File: src/rtl/uart_ctrl.sv
// UART peripheral controller: bus register file, RX FIFO, TX handshake FSM and
// level interrupt. Baud-domain status flags are brought into clk via 2-flop
// synchronisers.
module uart_ctrl #(
  parameter int unsigned RX_DEPTH = 4,
  parameter logic [7:0]  ADDR_TXD = 8'h18,
  parameter logic [7:0]  ADDR_RXD = 8'h1C,
  parameter logic [7:0]  ADDR_CON = 8'h20
) (
  input  logic        clk,
  input  logic        reset,
  input  logic [7:0]  addr,
  input  logic        rd,
  input  logic        wr,
  input  logic [31:0] wdata,
  output logic [31:0] rdata,
  output logic        irq,
  input  logic [7:0]  rx_data,
  input  logic        rx_status,
  output logic [7:0]  tx_data,
  output logic        tx_en,
  input  logic        tx_status
);

  localparam int unsigned PW = (RX_DEPTH > 1) ? $clog2(RX_DEPTH) : 1;
  localparam int unsigned CW = PW + 1;

  typedef enum logic [1:0] {StIdle, StWaitRdy, StReq, StSend} tx_state_e;

  tx_state_e      state;
  logic [1:0]     rx_sync, tx_sync;
  logic           rx_prev;
  logic           rx_s, tx_s, push;
  logic [7:0]     mem [RX_DEPTH];
  logic [PW-1:0]  wptr, rptr;
  logic [CW-1:0]  count;
  logic           rx_ne, full, pop, push_ok, ovf_set;
  logic           wr_txd, wr_con, tx_start, tx_done_set, tx_busy;
  logic           rx_ie, tx_ie, rx_ovf, tx_done;
  logic [31:0]    con_val;
  logic           unused_wdata;

  assign unused_wdata = ^wdata[31:8];

  assign rx_s = rx_sync[1];
  assign tx_s = tx_sync[1];
  // One push per rising edge of the synchronised frame-valid pulse
  assign push = rx_s & ~rx_prev;

  assign rx_ne   = (count != '0);
  assign full    = (count == CW'(RX_DEPTH));
  assign pop     = rd && (addr == ADDR_RXD) && rx_ne;
  // A same-cycle pop frees a slot, so a full FIFO can still accept the push
  assign push_ok = push && (!full || pop);
  assign ovf_set = push && full && !pop;

  assign wr_txd      = wr && (addr == ADDR_TXD);
  assign wr_con      = wr && (addr == ADDR_CON);
  assign tx_busy     = (state != StIdle);
  assign tx_start    = wr_txd && !tx_busy;
  assign tx_done_set = (state == StSend) && tx_s;

  assign con_val = {26'b0, tx_done, rx_ovf, tx_busy, rx_ne, tx_ie, rx_ie};

  // Status synchronisers and edge-detect history
  always_ff @(posedge clk) begin
    if (!reset) begin
      rx_sync <= '0;
      tx_sync <= '0;
      rx_prev <= 1'b0;
    end else begin
      rx_sync <= {rx_sync[0], rx_status};
      tx_sync <= {tx_sync[0], tx_status};
      rx_prev <= rx_s;
    end
  end

  // FIFO storage; contents are don't-care while count is zero
  always_ff @(posedge clk) begin
    if (push_ok) begin
      mem[wptr] <= rx_data;
    end
  end

  // FIFO pointers and occupancy
  always_ff @(posedge clk) begin
    if (!reset) begin
      wptr  <= '0;
      rptr  <= '0;
      count <= '0;
    end else begin
      if (push_ok) wptr <= wptr + 1'b1;
      if (pop)     rptr <= rptr + 1'b1;
      count <= count + CW'(push_ok) - CW'(pop);
    end
  end

  // TX handshake FSM with registered tx_en and held tx_data
  always_ff @(posedge clk) begin
    if (!reset) begin
      state   <= StIdle;
      tx_data <= 8'h00;
      tx_en   <= 1'b0;
    end else begin
      case (state)
        StIdle: begin
          tx_en <= 1'b0;
          if (tx_start) begin
            tx_data <= wdata[7:0];
            state   <= StWaitRdy;
          end
        end
        StWaitRdy: begin
          if (tx_s) begin
            tx_en <= 1'b1;
            state <= StReq;
          end
        end
        StReq: begin
          if (!tx_s) begin
            tx_en <= 1'b0;
            state <= StSend;
          end
        end
        StSend: begin
          tx_en <= 1'b0;
          if (tx_s) state <= StIdle;
        end
        default: begin
          tx_en <= 1'b0;
          state <= StIdle;
        end
      endcase
    end
  end

  // CON bits: rw enables, sticky flags where a set beats a same-cycle W1C
  always_ff @(posedge clk) begin
    if (!reset) begin
      rx_ie   <= 1'b0;
      tx_ie   <= 1'b0;
      rx_ovf  <= 1'b0;
      tx_done <= 1'b0;
    end else begin
      if (wr_con) begin
        rx_ie <= wdata[0];
        tx_ie <= wdata[1];
      end
      if (ovf_set)                  rx_ovf <= 1'b1;
      else if (wr_con && wdata[4])  rx_ovf <= 1'b0;
      if (tx_done_set)              tx_done <= 1'b1;
      else if (wr_con && wdata[5])  tx_done <= 1'b0;
    end
  end

  // Registered level interrupt
  always_ff @(posedge clk) begin
    if (!reset) begin
      irq <= 1'b0;
    end else begin
      irq <= (rx_ie & rx_ne) | (tx_ie & tx_done);
    end
  end

  // Read mux reflects pre-edge state, so rd+wr returns the old value
  always_comb begin
    rdata = 32'h0;
    if (reset && rd) begin
      if (addr == ADDR_TXD) begin
        rdata = {24'b0, tx_data};
      end else if (addr == ADDR_RXD) begin
        if (rx_ne) rdata = {24'b0, mem[rptr]};
      end else if (addr == ADDR_CON) begin
        rdata = con_val;
      end
    end
  end

endmodule

File: config.mk
export PLATFORM = sky130hd
export DESIGN_NAME = uart_ctrl
export DESIGN_NICKNAME = d
export VERILOG_FILES = /design/src/rtl/uart_ctrl.sv
export SDC_FILE = /design/constraint.sdc
export NUM_CORES = 1
export LEC_CHECK = 0
export ABC_CLOCK_PERIOD_IN_PS = 3900
export BUFFER_PORTS_ARGS = -buffer_cell sky130_fd_sc_hd__buf_4
export CORE_MARGIN = 3
export CORE_UTILIZATION = 38
export CTS_BUF_LIST = sky130_fd_sc_hd__clkbuf_4 sky130_fd_sc_hd__clkbuf_8 sky130_fd_sc_hd__clkbuf_16
export DETAILED_ROUTE_END_ITERATION = 10
export PLACE_DENSITY_LB_ADDON = 0.2
export SLEW_MARGIN = 20
export SYNTH_ARGS = -nofsm -noshare
export SYNTH_HDL_FRONTEND = slang
export SYNTH_SLANG_ARGS = --single-unit
File: constraint.sdc
create_clock -name clk -period 3.9 [get_ports clk]
set_clock_uncertainty 0.15 [all_clocks]
set_input_delay 0.39 -clock clk [delete_from_list [all_inputs] [get_ports clk]]
set_output_delay 0.39 -clock clk [all_outputs]
set_load 0.01 [all_outputs]
**Word-level counts from Yosys, hierarchy flattened**

Memory sizes are Yosys's and may differ from the RTL's. A register that Yosys moved wholly into a read port is not among the register bits.
Index checks and enable logic that the tools add are counted.

- Register bits: 28
- Memory bits (writable): 32
- Memories: 1

Memory list:

| memory | words | width | rd ports | clocked after Yosys merged registers in | write ports | RTL line | source |
|---|---|---|---|---|---|---|---|
| mem | 4 | 8 | 1 | 1 | 1 | 34 | `logic [7:0] mem [RX_DEPTH];` |

- Add/sub/neg operators: 4
- Eq/ne operators: 11
- Mux-type cells: 21
- Bitwise gates (word level): 5
- Reduce and logical (&&, ||, !) cells: 25

Operators by type and width:

| operator | number |
|---|---|
| $mux 32 | 3 |
| $eq 8x5->1 const B | 2 |
| $logic_and 1x1->1 | 12 |
| $mux 2 | 6 |
| $eq 8x6->1 const B | 1 |
| $mux 1 | 8 |
| $mux 8 | 1 |
| $ne 2x2->1 const B | 4 |
| $pmux 2 s4 | 1 |
| $mux 6 | 1 |
| $reduce_bool 2->1 | 3 |
| $add 2x1->2 const B | 2 |
| $eq 2x2->1 const B | 2 |
| $reduce_and 2->1 | 2 |
| $reduce_and 4->1 | 1 |
| $add 3x1->3 | 1 |
| $and 1x1->1 | 3 |
| $eq 3x3->1 const B | 1 |
| $logic_not 1->1 | 3 |
| $pmux 1 s3 | 1 |
| $reduce_bool 3->1 | 1 |
| $sub 3x1->3 | 1 |
| $eq 2x1->1 const B | 1 |
| $logic_not 2->1 | 1 |
| 4 further kinds | 4 |

**Logic depth before layout (Yosys ltp)**

- Depth in word-level cells: 7
- Gate-level depth with buffers: 12
- Depth with buffers taken out: 12

**Worst setup path after synthesis**

No wires, ideal clock.

- Kind: input-to-reg
- Start: in addr[1]
- End: reg count[2]
- Setup time: 115 ps
- Arrival time: 2592 ps
- Data required time: 3635 ps
- Slack: 1043 ps
- Stages on the path: 12
- Path buffers: 0
- Cells stage by stage: nor4_4 > nand4_1 > a21oi_2 > inv_1 > ha_1 > inv_1 > ha_1 > inv_1 > fa_1 > xnor2_1 > xnor2_1 > and2_1

- Cells in the longest elaborated chain, start to end: 7

Ends and longest elaborated chain:

| element | RTL line | source |
|---|---|---|
| from (decl) | 12 | `input logic [7:0] addr,` |
| $eq 8x5->1 (*) | 52 | `assign pop = rd && (addr == ADDR_RXD) && rx_ne;` |
| $logic_and 1x1->1 (*) (2 in a row) | 52 |  |
| $logic_or 1x1->1 | 54 | `assign push_ok = push && (!full \|\| pop);` |
| $logic_and 1x1->1 | 54 |  |
| $add 3x1->3 | 94 | `count <= count + CW'(push_ok) - CW'(pop);` |
| $sub 3x1->3 (*) | 94 |  |
| to (signal assigned) | 94 |  |
| to (decl) | 36 | `logic [CW-1:0] count;` |

Mark *: on every way between the ends. The rest lies on a longest branch, timed or not.
A chain may end at the register's enable or synchronous reset.

**Worst setup path after layout**

Ends and elaborated chain as after synthesis.

==> flow_results.org <==
** Power and ir drop
- Summing internal, switching and leakage power gives 0.00132 W.
- Power spread over the standard cell area amounts to approximately 380 nW/um2.
- The analysis attributes to cell leakage a power of 1.33 nW.
- VDD sags by at most around 0.23 mV.

** Die
- From bottom edge to top edge, the die measures around 94 um.
- Measured along the x axis, the die boundary spans 94.1 um.
- Overall die area :: 8850 um2
- Num rows :: 31
- I/O pin cnt :: 96
- Starting Density :: 0.400
- Area inside the core boundary :: 7370 um2

** STA
- Min Clock Period, post-route :: 2.73 ns
- The max-slew violation count was 0.
- The number of hold-slack violations in the final timing report was 0.
- For the pin with the worst max-slew slack, the measured transition is ~0.57 ns.
- Final period util :: 0.700
- In this run the tightest slew margin relative to its limit is 0.622.
- Derived from the worst setup path, the maximum achievable clock frequency is 0.366 GHz.
- Adding up every negative setup slack in the final design gives 0 ns.
- Setup violators final :: 0
- RSZ-0062 raised after global routing :: false
- Once routing completed, OpenROAD measured the worst setup slack at 1.17 ns.

** Logic synthesis
- Cell taking the most area after synthesis :: edfxtp_1
- After synthesis, the cell types taking the most area are edfxtp_1 (33%), dfxtp_1 (20%), buf_4 (6.1%).
- Count of cell types in the netlist :: 47
- For this run, the register share of the synthesized area comes to 0.530.
- Post-synthesis cell area :: 2950 um2
- Number of cells produced by synthesis :: 237
- Avg Inst Size Synth :: approximately 12 um2
- The most common cell in the synthesized netlist is edfxtp_1.
- In the synthesized netlist the dominant register cell turns out to be edfxtp_1.
- Most frequent cells after synthesis :: edfxtp_1 (32), dfxtp_1 (30), buf_4 (24)
- The synthesized design contains 62 register bits.
- YS warnings :: 0
- In the synthesized netlist the async set-or-reset flop fraction comes to 0.
- Synth top area share :: 0.326
- Counting flops with a built-in enable in the synthesized netlist gives 32.

** Detailed routing
- Antenna Nets Post-Route :: 0
- Count of TritonRoute iterations in the first routing pass :: 5
- Count of vias placed by the detailed router :: 1841
- Summed over all layers, the routed wires come to about 5.5 mm.
- WL per Instance :: 14.2 um
- Detailed-route DRC error count :: 0
- The detailed router finished its first iteration with 49 violations.
- Mean number of vias per cell :: 4.72

** Clock tree
- Clock tree from TritonCTS :: yes
- Post-CTS Repair Setup Buffers :: 0
- The clock reaches the later pin of the worst-skew pair after between 0.3 and 0.4 ns.
- Gates resized during post-CTS repair numbered 0.
- Worst-path clk slew :: 0.06 ns
- CTS Hold Bufs :: 0
- Clock tree buffer depth :: 2
- CTS Buf Count :: 9
- The clock drives 62 sinks.
- The tree is rooted in a clkbuf_8.
- H-tree depth :: 3

** Global route
- Maximum number of pins on one net before global-route repair :: 37
- The first global-routing pass estimated 8.56 mm of wire.
- Overall fraction of global-route tracks in use :: 0.131
- The initial antenna violation count came to 0.
- The total overflow left after global routing is 0.
- The number of global-route vias before repair is 1702.

** Finish
- Compared with the post-synthesis result, the final layout area differs by 18.2%.
- Measured on the finished design, the core utilization comes to 0.472.
- NumNets Final :: between 300 and 400
- The repair_antennas step left the layout with diodes totalling 0.
- Proportion of layout cells with a drive suffix above 1 :: 0.275

** Worst setup path
- The critical path is of the in -> reg type.
- Along the worst path, the maximum fanout reaches 9.
- For the worst setup path, the data required time is approximately 4 ns.
- For the worst flop-to-flop path, the logic depth is 11.
- STA classifies the critical path startpoint as a primary input.
- The worst setup path is captured at a flip-flop.
- CP Data Arrival Time :: 2.81 ns

** Placed design
- Sum of net half-perimeters after detailed placement :: roughly 4.0 mm
- Final weighted congestion in routability-driven placement :: 0.781
- Port buffer count :: 47
- At the placement stage, the worst setup path has a slack of 0.803 ns.

** Hold path
- Hold Path Class :: in -> reg
- WHS Path Cells :: 1

** Status
- The flow ran to the end, and the final reports show no timing, DRC or antenna violations.

** Flow run
- Across the run, the number of max-cap violations was 0.
## metal layers
layer  track usage  part of all wire
met1         0.168              0.45
met2         0.203              0.47
met3        0.0529             0.072
met4        0.0397            0.0061
met5             0                 0
## registers in the layout (all words and copies together), names as in the netlist, 2 cells and up, named ones only
signal / flops
tx_sync: 2
wptr: 2
state: 2
rx_sync: 2
rptr: 2
mem: 32
count: 3
tx_data: 8
## worst paths after layout
check                                 from          to  slack, ns
worst max register to register    count[1]    count[2]       1.30
worst min register to register  tx_sync[0]  tx_sync[1]       0.28
worst min-delay path            rx_data[4]   mem[2][4]       0.10
worst max-delay path               addr[1]    count[2]       1.17
## placed cells by master (no fill, tap or decap), drive strengths merged, types with 2 or more instances in the layout
cell    netlist  final
and3b         2      2
a211oi        4      4
nor2          4      4
clkinv        1      4
buf          28     49
a21oi         5      5
nor2b        11     11
mux2i        13     13
a22oi         6      6
mux4          8      8
and3          2      2
o31a          2      2
dfxtp        30     30
or3           2      2
nor3          4      4
edfxtp       32     32
ha           11     11
nand4         2      2
inv          10     10
a221oi        2      2
xnor2         3      3
nand2        16     16
conb          1     24
and2         14     14
nand3         3      3
a21boi        3      3
clkbuf        5     10
## final cells by class
class / count / area (um2)
multi-input combinational: 154 / 1200
clock buffer: 10 / 131
fill: 673 / 3890
inverter: 11 / 41.3
tap: 99 / 124
timing repair buffer: 49 / 368
clock inverter: 5 / 51.3
sequential: 62 / 1560
## critical path: stages
cell and delay [ns]:
buf_4 0.12, nor4_4 0.26, buf_4 0.21, nand4_1 0.13
a21oi_2 0.31, inv_1 0.08, ha_1 0.29, inv_1 0.06
ha_1 0.13, inv_1 0.05, fa_1 0.37, xnor2_1 0.14
xnor2_1 0.12, and2_1 0.15
## where the power goes
part | internal (W) | switching [W]
Combinational | 0.0000428 | 0.0000519
Sequential | 0.000695 | 0.00000643
Clock | 0.000294 | 0.000230
## logic make-up (layout without fill, tap and decap cells)
logic type / count (synthesis) / after routing / share of synthesized area
xor gates and xnor gates: 3 / 3 / 0.00892
AOI/OAI and AO/OA: 29 / 29 / 0.0747
muxes: 21 / 21 / 0.105
and+or+nand+nor: 65 / 65 / 0.136
buffers and inverters: 44 / 75 / 0.0904
adders and majority gates: 12 / 12 / 0.0535
other: 1 / 24 / 0.00127
DFF: 62 / 62 / 0.530
## through the flow
step | hold WS, ns | cells | instance area, um2
6_report | 0.103 | 390 | 3480
3_5_place_dp | 0.269 | 375 | 3300
2_1_floorplan | 0.262 | 260 | 3030
4_1_cts | 0.0844 | 390 | 3480
3_3_place_gp | 0.270 | 375 | 3300
5_1_grt | 0.0812 | 390 | 3480
Power figures use the tool's default switching activity.
